==> src/rtl/bus_err_unit_id.sv <==
// rtl/bus_err_unit_id.sv - ID-aware bus error unit with per-channel tracking and shared error FIFO
//
// Tracks outstanding requests per (channel, ID). Erroring response beats become
// records that land in one-deep per-channel stages. A round-robin arbiter pushes
// one stage per cycle into a shared error FIFO.
// Ports:
//   clk_i, rst_ni            clock, async active-low reset
//   testmode_i               FIFO test-mode passthrough (no effect on this FIFO)
//   req_*_i                  per-channel request handshake, ID, address, metadata
//   rsp_*_i                  per-channel response handshake, ID, last beat, error code
//   drop_clr_i               clears drop_cnt_o and id_collision_o
//   err_fifo_pop_i           pops the head error entry
//   err_irq_o                FIFO not empty
//   err_*_o                  head entry fields (zero while empty)
//   err_fifo_overflow_o      FIFO full
//   drop_cnt_o               saturating count of lost errors
//   id_collision_o           sticky: request reused an outstanding ID
module bus_err_unit_id #(
    parameter int AddrWidth       = 48,
    parameter int MetaDataWidth   = 1,
    parameter int ErrBits         = 3,
    parameter int IdWidth         = 2,
    parameter int NumChannels     = 2,
    parameter int NumStoredErrors = 4,
    parameter int DropCntWidth    = 8,
    parameter bit DropOldest      = 1'b0,
    localparam int ChanW          = (NumChannels > 1) ? $clog2(NumChannels) : 1
) (
    input  logic                                 clk_i,
    input  logic                                 rst_ni,
    input  logic                                 testmode_i,
    input  logic [NumChannels-1:0]               req_valid_i,
    input  logic [NumChannels*IdWidth-1:0]       req_id_i,
    input  logic [NumChannels*AddrWidth-1:0]     req_addr_i,
    input  logic [NumChannels*MetaDataWidth-1:0] req_meta_i,
    input  logic [NumChannels-1:0]               rsp_valid_i,
    input  logic [NumChannels*IdWidth-1:0]       rsp_id_i,
    input  logic [NumChannels-1:0]               rsp_last_i,
    input  logic [NumChannels*ErrBits-1:0]       rsp_err_i,
    input  logic                                 drop_clr_i,
    input  logic                                 err_fifo_pop_i,
    output logic                                 err_irq_o,
    output logic [ErrBits-1:0]                   err_code_o,
    output logic [AddrWidth-1:0]                 err_addr_o,
    output logic [MetaDataWidth-1:0]             err_meta_o,
    output logic [ChanW-1:0]                     err_chan_o,
    output logic [IdWidth-1:0]                   err_id_o,
    output logic                                 err_unknown_o,
    output logic                                 err_fifo_overflow_o,
    output logic [DropCntWidth-1:0]              drop_cnt_o,
    output logic                                 id_collision_o
);
    localparam int NumIds  = 2 ** IdWidth;
    localparam int TabSize = NumChannels * NumIds;
    localparam int TabW    = (TabSize > 1) ? $clog2(TabSize) : 1;
    localparam int PtrW    = $clog2(NumStoredErrors);
    localparam int CntW    = $clog2(NumStoredErrors + 1);
    localparam int IncW    = $clog2(NumChannels + 2);

    typedef struct packed {
        logic [ErrBits-1:0]       err;
        logic [AddrWidth-1:0]     addr;
        logic [MetaDataWidth-1:0] meta;
        logic [ChanW-1:0]         chan;
        logic [IdWidth-1:0]       id;
        logic                     unknown;
    } rec_t;

    logic unused_testmode;
    assign unused_testmode = testmode_i;

    // Tracking table
    logic [TabSize-1:0]       tab_valid_q, tab_valid_d;
    logic [AddrWidth-1:0]     tab_addr_q [TabSize];
    logic [AddrWidth-1:0]     tab_addr_d [TabSize];
    logic [MetaDataWidth-1:0] tab_meta_q [TabSize];
    logic [MetaDataWidth-1:0] tab_meta_d [TabSize];
    logic                     collision_set;
    rec_t                     rec [NumChannels];
    logic [NumChannels-1:0]   rec_valid;

    always_comb begin
        logic [TabW-1:0] ridx;
        logic [TabW-1:0] qidx;
        logic            freed;
        tab_valid_d   = tab_valid_q;
        tab_addr_d    = tab_addr_q;
        tab_meta_d    = tab_meta_q;
        collision_set = 1'b0;
        rec_valid     = '0;
        ridx          = '0;
        qidx          = '0;
        freed         = 1'b0;
        for (int c = 0; c < NumChannels; c++) begin
            ridx = TabW'(c * NumIds) + TabW'(rsp_id_i[c*IdWidth +: IdWidth]);
            qidx = TabW'(c * NumIds) + TabW'(req_id_i[c*IdWidth +: IdWidth]);
            // Lookup always sees the pre-edge entry, so a same-cycle request
            // cannot affect the response it races with.
            rec[c].err     = rsp_err_i[c*ErrBits +: ErrBits];
            rec[c].addr    = tab_valid_q[ridx] ? tab_addr_q[ridx] : '0;
            rec[c].meta    = tab_valid_q[ridx] ? tab_meta_q[ridx] : '0;
            rec[c].chan    = ChanW'(c);
            rec[c].id      = rsp_id_i[c*IdWidth +: IdWidth];
            rec[c].unknown = ~tab_valid_q[ridx];
            rec_valid[c]   = rsp_valid_i[c] && (rec[c].err != '0);
            freed = rsp_valid_i[c] && rsp_last_i[c] && (ridx == qidx);
            if (rsp_valid_i[c] && rsp_last_i[c]) begin
                tab_valid_d[ridx] = 1'b0;
            end
            // Request is applied after the response so it wins on the same entry;
            // an entry being retired this cycle counts as free.
            if (req_valid_i[c]) begin
                if (tab_valid_q[qidx] && !freed) begin
                    tab_valid_d[qidx] = 1'b0;
                    collision_set     = 1'b1;
                end else begin
                    tab_valid_d[qidx] = 1'b1;
                    tab_addr_d[qidx]  = req_addr_i[c*AddrWidth +: AddrWidth];
                    tab_meta_d[qidx]  = req_meta_i[c*MetaDataWidth +: MetaDataWidth];
                end
            end
        end
    end

    // Stages and round-robin arbitration
    rec_t                   stage_q [NumChannels];
    rec_t                   stage_d [NumChannels];
    logic [NumChannels-1:0] stage_valid_q, stage_valid_d;
    logic [ChanW-1:0]       rr_q, rr_d;
    logic                   gnt_any;
    logic [ChanW-1:0]       gnt_idx;
    logic [IncW-1:0]        stage_drops;
    logic                   fifo_full;

    always_comb begin
        logic [ChanW-1:0] cand;
        gnt_any = 1'b0;
        gnt_idx = '0;
        cand    = '0;
        for (int k = 0; k < NumChannels; k++) begin
            cand = ChanW'((int'(rr_q) + k) % NumChannels);
            if (!gnt_any && stage_valid_q[cand] && (!fifo_full || DropOldest)) begin
                gnt_any = 1'b1;
                gnt_idx = cand;
            end
        end
        rr_d = gnt_any ? ChanW'((int'(gnt_idx) + 1) % NumChannels) : rr_q;
    end

    always_comb begin
        stage_valid_d = stage_valid_q;
        stage_d       = stage_q;
        stage_drops   = '0;
        for (int c = 0; c < NumChannels; c++) begin
            if (gnt_any && gnt_idx == ChanW'(c)) begin
                stage_valid_d[c] = 1'b0;
            end
            if (rec_valid[c]) begin
                if (!stage_valid_q[c] || (gnt_any && gnt_idx == ChanW'(c))) begin
                    stage_d[c]       = rec[c];
                    stage_valid_d[c] = 1'b1;
                end else begin
                    stage_drops = stage_drops + IncW'(1);
                end
            end
        end
    end

    // Error FIFO
    rec_t            fifo_q [NumStoredErrors];
    rec_t            fifo_d [NumStoredErrors];
    logic [PtrW-1:0] wptr_q, wptr_d, rptr_q, rptr_d;
    logic [CntW-1:0] count_q, count_d;
    logic            pop_eff, oldest_drop;

    function automatic logic [PtrW-1:0] ptr_inc(input logic [PtrW-1:0] p);
        return (p == PtrW'(NumStoredErrors - 1)) ? '0 : p + 1'b1;
    endfunction

    assign fifo_full = (count_q == CntW'(NumStoredErrors));

    always_comb begin
        fifo_d      = fifo_q;
        wptr_d      = wptr_q;
        rptr_d      = rptr_q;
        count_d     = count_q;
        pop_eff     = err_fifo_pop_i && (count_q != '0);
        // Only reachable with DropOldest: grants are blocked on full otherwise.
        oldest_drop = gnt_any && fifo_full && !pop_eff;
        if (gnt_any) begin
            fifo_d[wptr_q] = stage_q[gnt_idx];
            wptr_d         = ptr_inc(wptr_q);
        end
        if (pop_eff || oldest_drop) begin
            rptr_d = ptr_inc(rptr_q);
        end
        if (gnt_any && !(pop_eff || oldest_drop)) begin
            count_d = count_q + 1'b1;
        end else if (!gnt_any && pop_eff) begin
            count_d = count_q - 1'b1;
        end
    end

    // Drop counter and collision flag
    logic [DropCntWidth-1:0]      drop_cnt_q, drop_cnt_d;
    logic [DropCntWidth+IncW-1:0] drop_sum;
    logic                         collision_q, collision_d;

    always_comb begin
        drop_sum = {{IncW{1'b0}}, drop_cnt_q}
                 + {{DropCntWidth{1'b0}}, stage_drops + IncW'(oldest_drop)};
        if (drop_clr_i) begin
            drop_cnt_d = '0;
        end else if (|drop_sum[DropCntWidth +: IncW]) begin
            drop_cnt_d = '1;
        end else begin
            drop_cnt_d = drop_sum[DropCntWidth-1:0];
        end
        collision_d = drop_clr_i ? 1'b0 : (collision_q | collision_set);
    end

    always_ff @(posedge clk_i or negedge rst_ni) begin
        if (!rst_ni) begin
            tab_valid_q <= '0;
            for (int i = 0; i < TabSize; i++) begin
                tab_addr_q[i] <= '0;
                tab_meta_q[i] <= '0;
            end
            stage_valid_q <= '0;
            for (int c = 0; c < NumChannels; c++) begin
                stage_q[c] <= '0;
            end
            for (int i = 0; i < NumStoredErrors; i++) begin
                fifo_q[i] <= '0;
            end
            wptr_q      <= '0;
            rptr_q      <= '0;
            count_q     <= '0;
            rr_q        <= '0;
            drop_cnt_q  <= '0;
            collision_q <= 1'b0;
        end else begin
            tab_valid_q   <= tab_valid_d;
            tab_addr_q    <= tab_addr_d;
            tab_meta_q    <= tab_meta_d;
            stage_valid_q <= stage_valid_d;
            stage_q       <= stage_d;
            fifo_q        <= fifo_d;
            wptr_q        <= wptr_d;
            rptr_q        <= rptr_d;
            count_q       <= count_d;
            rr_q          <= rr_d;
            drop_cnt_q    <= drop_cnt_d;
            collision_q   <= collision_d;
        end
    end

    rec_t head;
    assign head = (count_q != '0) ? fifo_q[rptr_q] : '0;

    assign err_irq_o           = (count_q != '0);
    assign err_code_o          = head.err;
    assign err_addr_o          = head.addr;
    assign err_meta_o          = head.meta;
    assign err_chan_o          = head.chan;
    assign err_id_o            = head.id;
    assign err_unknown_o       = head.unknown;
    assign err_fifo_overflow_o = fifo_full;
    assign drop_cnt_o          = drop_cnt_q;
    assign id_collision_o      = collision_q;

endmodule

==> config.mk <==
export PLATFORM = sky130hd
export DESIGN_NAME = bus_err_unit_id
export DESIGN_NICKNAME = d
export VERILOG_FILES = /design/src/rtl/bus_err_unit_id.sv
export SDC_FILE = /design/constraint.sdc
export NUM_CORES = 1
export LEC_CHECK = 0
export CORE_ASPECT_RATIO = 1.1
export CORE_MARGIN = 4
export CORE_UTILIZATION = 55
export CTS_CLUSTER_SIZE = 28
export DETAILED_ROUTE_END_ITERATION = 7
export PLACE_DENSITY = 0.7
export SLEW_MARGIN = 10
export SYNTH_ARGS = -nofsm -noshare
export SYNTH_HDL_FRONTEND = slang
export SYNTH_SLANG_ARGS = --single-unit
export TNS_END_PERCENT = 50
==> constraint.sdc <==
create_clock -name clk_i -period 5.85 [get_ports clk_i]
set_input_delay 1.17 -clock clk_i [delete_from_list [all_inputs] [get_ports clk_i]]
set_output_delay 1.17 -clock clk_i [all_outputs]
set_load 0.05 [all_outputs]
Yosys cells after proc, flatten, opt, wreduce, memory -nomap -nowiden
Index checks and enable logic that the tools add are counted.
Widths: inputs -> output; s select.
{ "word_totals": {"regBits": 754, "output_inout_bits": 67, "wordCells": 257} }
{ "classes": {"n_addsub": 11, "n_lt_le_gt_ge": 20, "eq_ne": 5, "muxes": 97, "n_bitwise": 21, "n_reduce_logical": 44} }
{ "ops": {"columns": ["cell", "count"], "rows": [
  ["$mux 384", 4],
  ["$bwmux 384", 2],
  ["$mux 56", 7],
  ["$mux 48", 8],
  ["$bmux 48 s3", 2],
  ["$demux 48 s3", 2],
  ["$bwmux 224", 1],
  ["$bmux 56 s2", 1],
  ["$demux 56 s2", 1],
  ["$mux 8", 12],
  ["$mux 1", 37],
  ["$and 8x8->8", 4],
  ["$logic_and 1x1->1", 25],
  ["$bwmux 8", 2],
  ["$ge 4x4->1 const B", 4],
  ["$not 4->8", 2],
  ["$not 8->8", 2],
  ["$bmux 1 s3", 4],
  ["$demux 1 s3", 4],
  ["$add 8x2->9", 1],
  ["$logic_not 1->1", 9],
  ["$reduce_bool 3->1", 3],
  ["$lt 2x4->1 const B", 2],
  ["$lt 3x4->1 const B", 2],
  ["33 further kinds", 57]
]} }

Longest topological paths before layout
{ "depth": {"word_depth": 21, "depth_mapped": 14, "depth_no_buf": 13} }

Worst setup path before layout
No wires, ideal clock.
{ "synth_path": {"path_type": "flip-flop to flip-flop", "from": "reg count_q[1]", "to": "reg drop_cnt_q[7] (netlist: drop_cnt_o[7])", "setup_ns": 0.136, "arrival_time_ns": 3.512, "required_ns": 5.714, "setup_slack_ns": 2.202, "path_stages_with_launch": 14, "synth_period_minus_slack_ns": 3.648, "path_cell_list": "dfrtp_1 or3b_2 buf_2 inv_1 o21ai_0 nor2_1 ha_1 mux2_2 ha_1 ha_1 fa_1 and3_1 nor3_1 a211oi_1"} }
{ "synth_between": {"elab_chain_cells": 21} }
{ "synth_lines": {"columns": ["element", "line_no", "text"], "rows": [
  ["start: declaration", "173", "logic [CntW-1:0] count_q, count_d;"],
  ["start signal: assignment", "251", "count_q <= count_d;"],
  ["$eq 3x3->1 (*)", "180", "assign fifo_full = (count_q == CntW'(NumStoredErrors));"],
  ["net err_fifo_overflow_o", "49", "output logic err_fifo_overflow_o,"],
  ["$logic_not 1->1", "142", "if (!gnt_any && stage_valid_q[cand] && (!fifo_full || DropOldest)) begin"],
  ["$logic_and 1x1->1", "142", null],
  ["$mux 1", "142", null],
  ["$logic_not 1->1", "142", null],
  ["$logic_and 1x1->1 (2 in a row)", "142", null],
  ["$mux 1", "142", null],
  ["[... 6 more ...]", null, null],
  ["$mux 2", "159", "if (!stage_valid_q[c] || (gnt_any && gnt_idx == ChanW'(c))) begin"],
  ["$mux 2", "158", "if (rec_valid[c]) begin"],
  ["$add 2x1->2 (*)", "211", "+ {{DropCntWidth{1'b0}}, stage_drops + IncW'(oldest_drop)};"],
  ["$add 8x2->9 (*)", "211", null],
  ["$reduce_or 2->1", "214", "end else if (|drop_sum[DropCntWidth +: IncW]) begin"],
  ["$mux 8 (*)", "214", null],
  ["$mux 8 (*)", "212", "if (drop_clr_i) begin"],
  ["net drop_cnt_d[7]", "205", "logic [DropCntWidth-1:0] drop_cnt_q, drop_cnt_d;"],
  ["end signal: assignment", "253", "drop_cnt_q <= drop_cnt_d;"],
  ["end: declaration", "205", null]
]} }
Mark *: on every way through the listed nets, which the timed path passes. The rest lies on a longest branch.
A chain may end at the register's enable or synchronous reset.

Worst setup path after layout
{ "layout_path": {"from": "reg rptr_q[1]", "to": "out err_addr_o[30]"} }
{ "layout_between": {"elab_chain_cells": 5} }
{ "layout_lines": {"columns": ["element", "line_no", "text"], "rows": [
  ["start: declaration", "172", "logic [PtrW-1:0] wptr_q, wptr_d, rptr_q, rptr_d;"],
  ["start signal: assignment", "250", "rptr_q <= rptr_d;"],
  ["$not 2->3 (not written as such)", "259", "assign head = (count_q != '0) ? fifo_q[rptr_q] : '0;"],
  ["$bmux 56 s2", "259", null],
  ["$mux 56 (not written as such) (2 in a row)", "259", null],
  ["$mux 56", "259", null],
  ["end: declaration", "44", "output logic [AddrWidth-1:0] err_addr_o,"]
]} }
Every way passes these cells. The select of a mux whose other input is x is not followed.

==> flow_metrics.env <==
export IMPL_crit_fanout=28
export IMPL_power_density_mw_per_mm2=520.6
export IMPL_synthArstFlopShare_pct=100.0
export IMPL_ys_ff_latch=754
export IMPL_final_setup_skew_ns=0.03019
export IMPL_cts_root_buf="clkbuf_16"
export IMPL_grt_start_max_net_pins=145
export IMPL_portBuffers=188
export IMPL_grt_pass1_vias=21300
export IMPL_cts_resized=0
export IMPL_worst_slew_pin_slew_ns=1.185
export IMPL_yosys_warnings=0
export IMPL_yosysSeqAreaShare_pct=56.02
export IMPL_hold_violations=0
export IMPL_worstSetupPathType="flop to primary output"
export IMPL_rsz0062_at_grt="no"
export IMPL_tns_ns=0
export IMPL_synth_area_sq_mm=0.03368
export IMPL_h_tree_depth=3
export IMPL_firstDrtPassIters=5
export IMPL_vias=19640
export IMPL_wl_per_cell_um=23.17
export IMPL_synth_net_count=2515
export IMPL_ios=190
export IMPL_drtIter0Drc=1147
export IMPL_core_area_sq_mm=0.06022
export IMPL_slew_headroom_pct=21.02
export IMPL_final_net_count=2652
export IMPL_yosys_most_used_dff="dfrtp_1"
export IMPL_setup_violations=0
export IMPL_min_from="fifo_q[115]"
export IMPL_cap_violations=0
export IMPL_power_total_mw=20.21
export IMPL_path_buf_inv=2
export IMPL_r2r_start="count_q[1]"
export IMPL_yosysUniqueCellTypes=44
export IMPL_track_usage_pct=24.71
export IMPL_gp_congestion=0.8002
export IMPL_fill_cells=4472
export IMPL_max_freq_mhz=227.3
export IMPL_drive_above_1_share_pct=32.66
export IMPL_clock_latency_ns=0.61
export IMPL_crit_required_ns=4.68
export IMPL_p_leak_nw=16.94
export IMPL_post_dp_hpwl_um=51400
export IMPL_fin_crit_sh_pct=75.20
export IMPL_status="completed"
export IMPL_post_route_drc_count=0
export IMPL_synth_edff_count=0
export IMPL_ir_drop_mv=0.2866
export IMPL_ctsLongestPathBuffers=3
export IMPL_final_antenna_net_count=0
export IMPL_cts_hold_buffers_added=0
export IMPL_cts_tree="built"
export IMPL_syn_avg_cell_area_sq_um=14.15
export IMPL_cts_made_buffers=77
export IMPL_path_clk_slew_ns=0.06
export IMPL_postCtsSetupRepairBufs=0
export IMPL_cp_arrival_ns=3.23
export IMPL_viasPerCell=5.774
export IMPL_initial_utilization_pct=55.93
export IMPL_placementRows=94
export IMPL_clock_sinks=754
export IMPL_fin_crit_ns=4.399
export IMPL_die_w_um=243.9
export IMPL_crit_chain="buf_4 -> mux4_2 -> and2_1 -> clkdlybuf4s50_1"
export IMPL_antenna_found_initial=11
export IMPL_die_area_sq_mm=0.06526
export IMPL_area_growth_pct=15.23
export IMPL_die_height_um=267.5
export IMPL_cp_top_family="buffers and inverters"
export IMPL_start_kind="flop"
export IMPL_min_path_type="flop to flop"
export IMPL_wl_um=78820
export IMPL_slowest_stage="dfrtp_2"
export IMPL_max_stage_delay_ns=0.86
export IMPL_grt_overflow=0
export IMPL_startpoint="rptr_q[1]"
export IMPL_syn_instance_count=2381
export IMPL_end_kind="primary output"
export IMPL_slew_violations=0
export IMPL_grt_pass1_wl_um=124900
[worst reg2reg max path: stages, from the launching register on]
cell and delay, ns:
dfrtp_1 0.42, or3b_2 0.68, nand3_4 0.54, and2_1 0.24, ha_1 0.23, mux2_2 0.26
ha_1 0.30, ha_1 0.22, fa_1 0.47, and3_1 0.21, nor3_1 0.20, a211oi_1 0.07
[logic make-up after synthesis]
| group | count (synthesis) | share of synthesized area, % |
|---|---|---|
| other | 1 | 0.01113 |
| flip-flops | 754 | 56.02 |
| multiplexers | 723 | 30.26 |
| buffers and inverters | 174 | 2.519 |
| AND/OR/NAND/NOR | 449 | 6.483 |
| AO/OA/AOI/OAI | 259 | 3.994 |
| adder cells (fa/ha/maj) | 11 | 0.4532 |
| XOR/XNOR | 10 | 0.2601 |
[final timing paths]
kind	endpoint	slack [ns]	cells past startpoint
worst max-delay path	err_addr_o[30]	1.45	4
worst min-delay path	fifo_q[115]	0.47	2
worst max register to register	drop_cnt_o[7]	1.87	11
worst min register to register	fifo_q[115]	0.47	2
max in group asynchronous	tab_addr_q[302]	3.77	2
min in group asynchronous	count_q[0]	0.66	1
[layer usage]
| layer | routed length (um) | track usage [%] | up-vias |
|---|---|---|---|
| met2 | 40360 | 41.35 | 377 |
| met3 | 3214 | 3.905 | 95 |
| li1 | - | - | 8785 |
| met5 | 18 | 0 | - |
| met4 | 2088 | 8.981 | 2 |
| met1 | 33130 | 33.33 | 10390 |
[through the flow]
stage	cell area, sq um	cells	hold WS, ns	util [%]	setup WS [ns]
floorplan	33680	2381	0.4353	-	2.202
global placement	36250	3255	0.4553	60.20	1.465
detailed placement	36250	3255	0.4651	60.20	1.390
CTS	38780	3391	0.4793	64.40	1.435
global route	38800	3400	0.4986	64.44	1.348
finish	38810	3402	0.4740	64.45	1.451
[cells in the final DEF, fill, tap and decap left out, drive strengths merged, types with 42 or more instances in the layout]
cell type      count
mux2i             60
and2              60
buf               42
mux4             156
clkdlybuf4s50    183
o21ai            235
clkbuf           117
dfrtp            754
mux2             507
nor2b             99
nand2            235
[sequential cells by signal (all words and copies together) (netlist names)]
register        flops
count_q             3
stage_q           111
wptr_q              2
fifo_q            224
rr_q                1
id_collision_o      1
drop_cnt_o          8
tab_meta_q          8
stage_valid_q       2
rptr_q              2
tab_valid_q         8
tab_addr_q        384
[synthesized netlist by cell type, types with 9 or more instances]
| cell | n | share of area, % |
|---|---|---|
| dfrtp_1 | 754 | 56 |
| mux2_2 | 401 | 13 |
| nand2_1 | 235 | 2.6 |
| o21ai_0 | 235 | 3.5 |
| mux4_2 | 156 | 10 |
| nor2b_1 | 99 | 1.8 |
| mux2_4 | 98 | 4.4 |
| clkbuf_1 | 86 | 0.96 |
| mux2i_1 | 60 | 1.8 |
| and2_1 | 59 | 1.1 |
| buf_2 | 54 | 0.80 |
| nor2_1 | 14 | 0.16 |
| buf_6 | 12 | 0.40 |
| nand3_1 | 11 | 0.16 |
| buf_4 | 10 | 0.22 |
| ha_1 | 9 | 0.33 |
[area by class of cell]
| type | instances | area [sq um] | area share, % |
|---|---|---|---|
| sequential | 754 | 18870 | 48.63 |
| inverter | 7 | 26.28 | 0.06770 |
| tap | 816 | 1021 | 2.631 |
| multi-input combinational | 1453 | 14080 | 36.29 |
| timing repair buffer | 225 | 2250 | 5.797 |
| clock inverter | 19 | 209.0 | 0.5384 |
| antenna | 11 | 27.53 | 0.07093 |
| clock buffer | 117 | 2320 | 5.977 |
[where the power goes]
group | total, mW | internal (mW) | switching [mW] | leakage, nW
logic | 7.11 | 3.30 | 3.81 | 6.29
registers | 8.19 | 7.08 | 1.11 | 9.41
clock network | 4.90 | 2.91 | 1.99 | 1.25
Note: power is estimated with default switching activity, not from simulation.
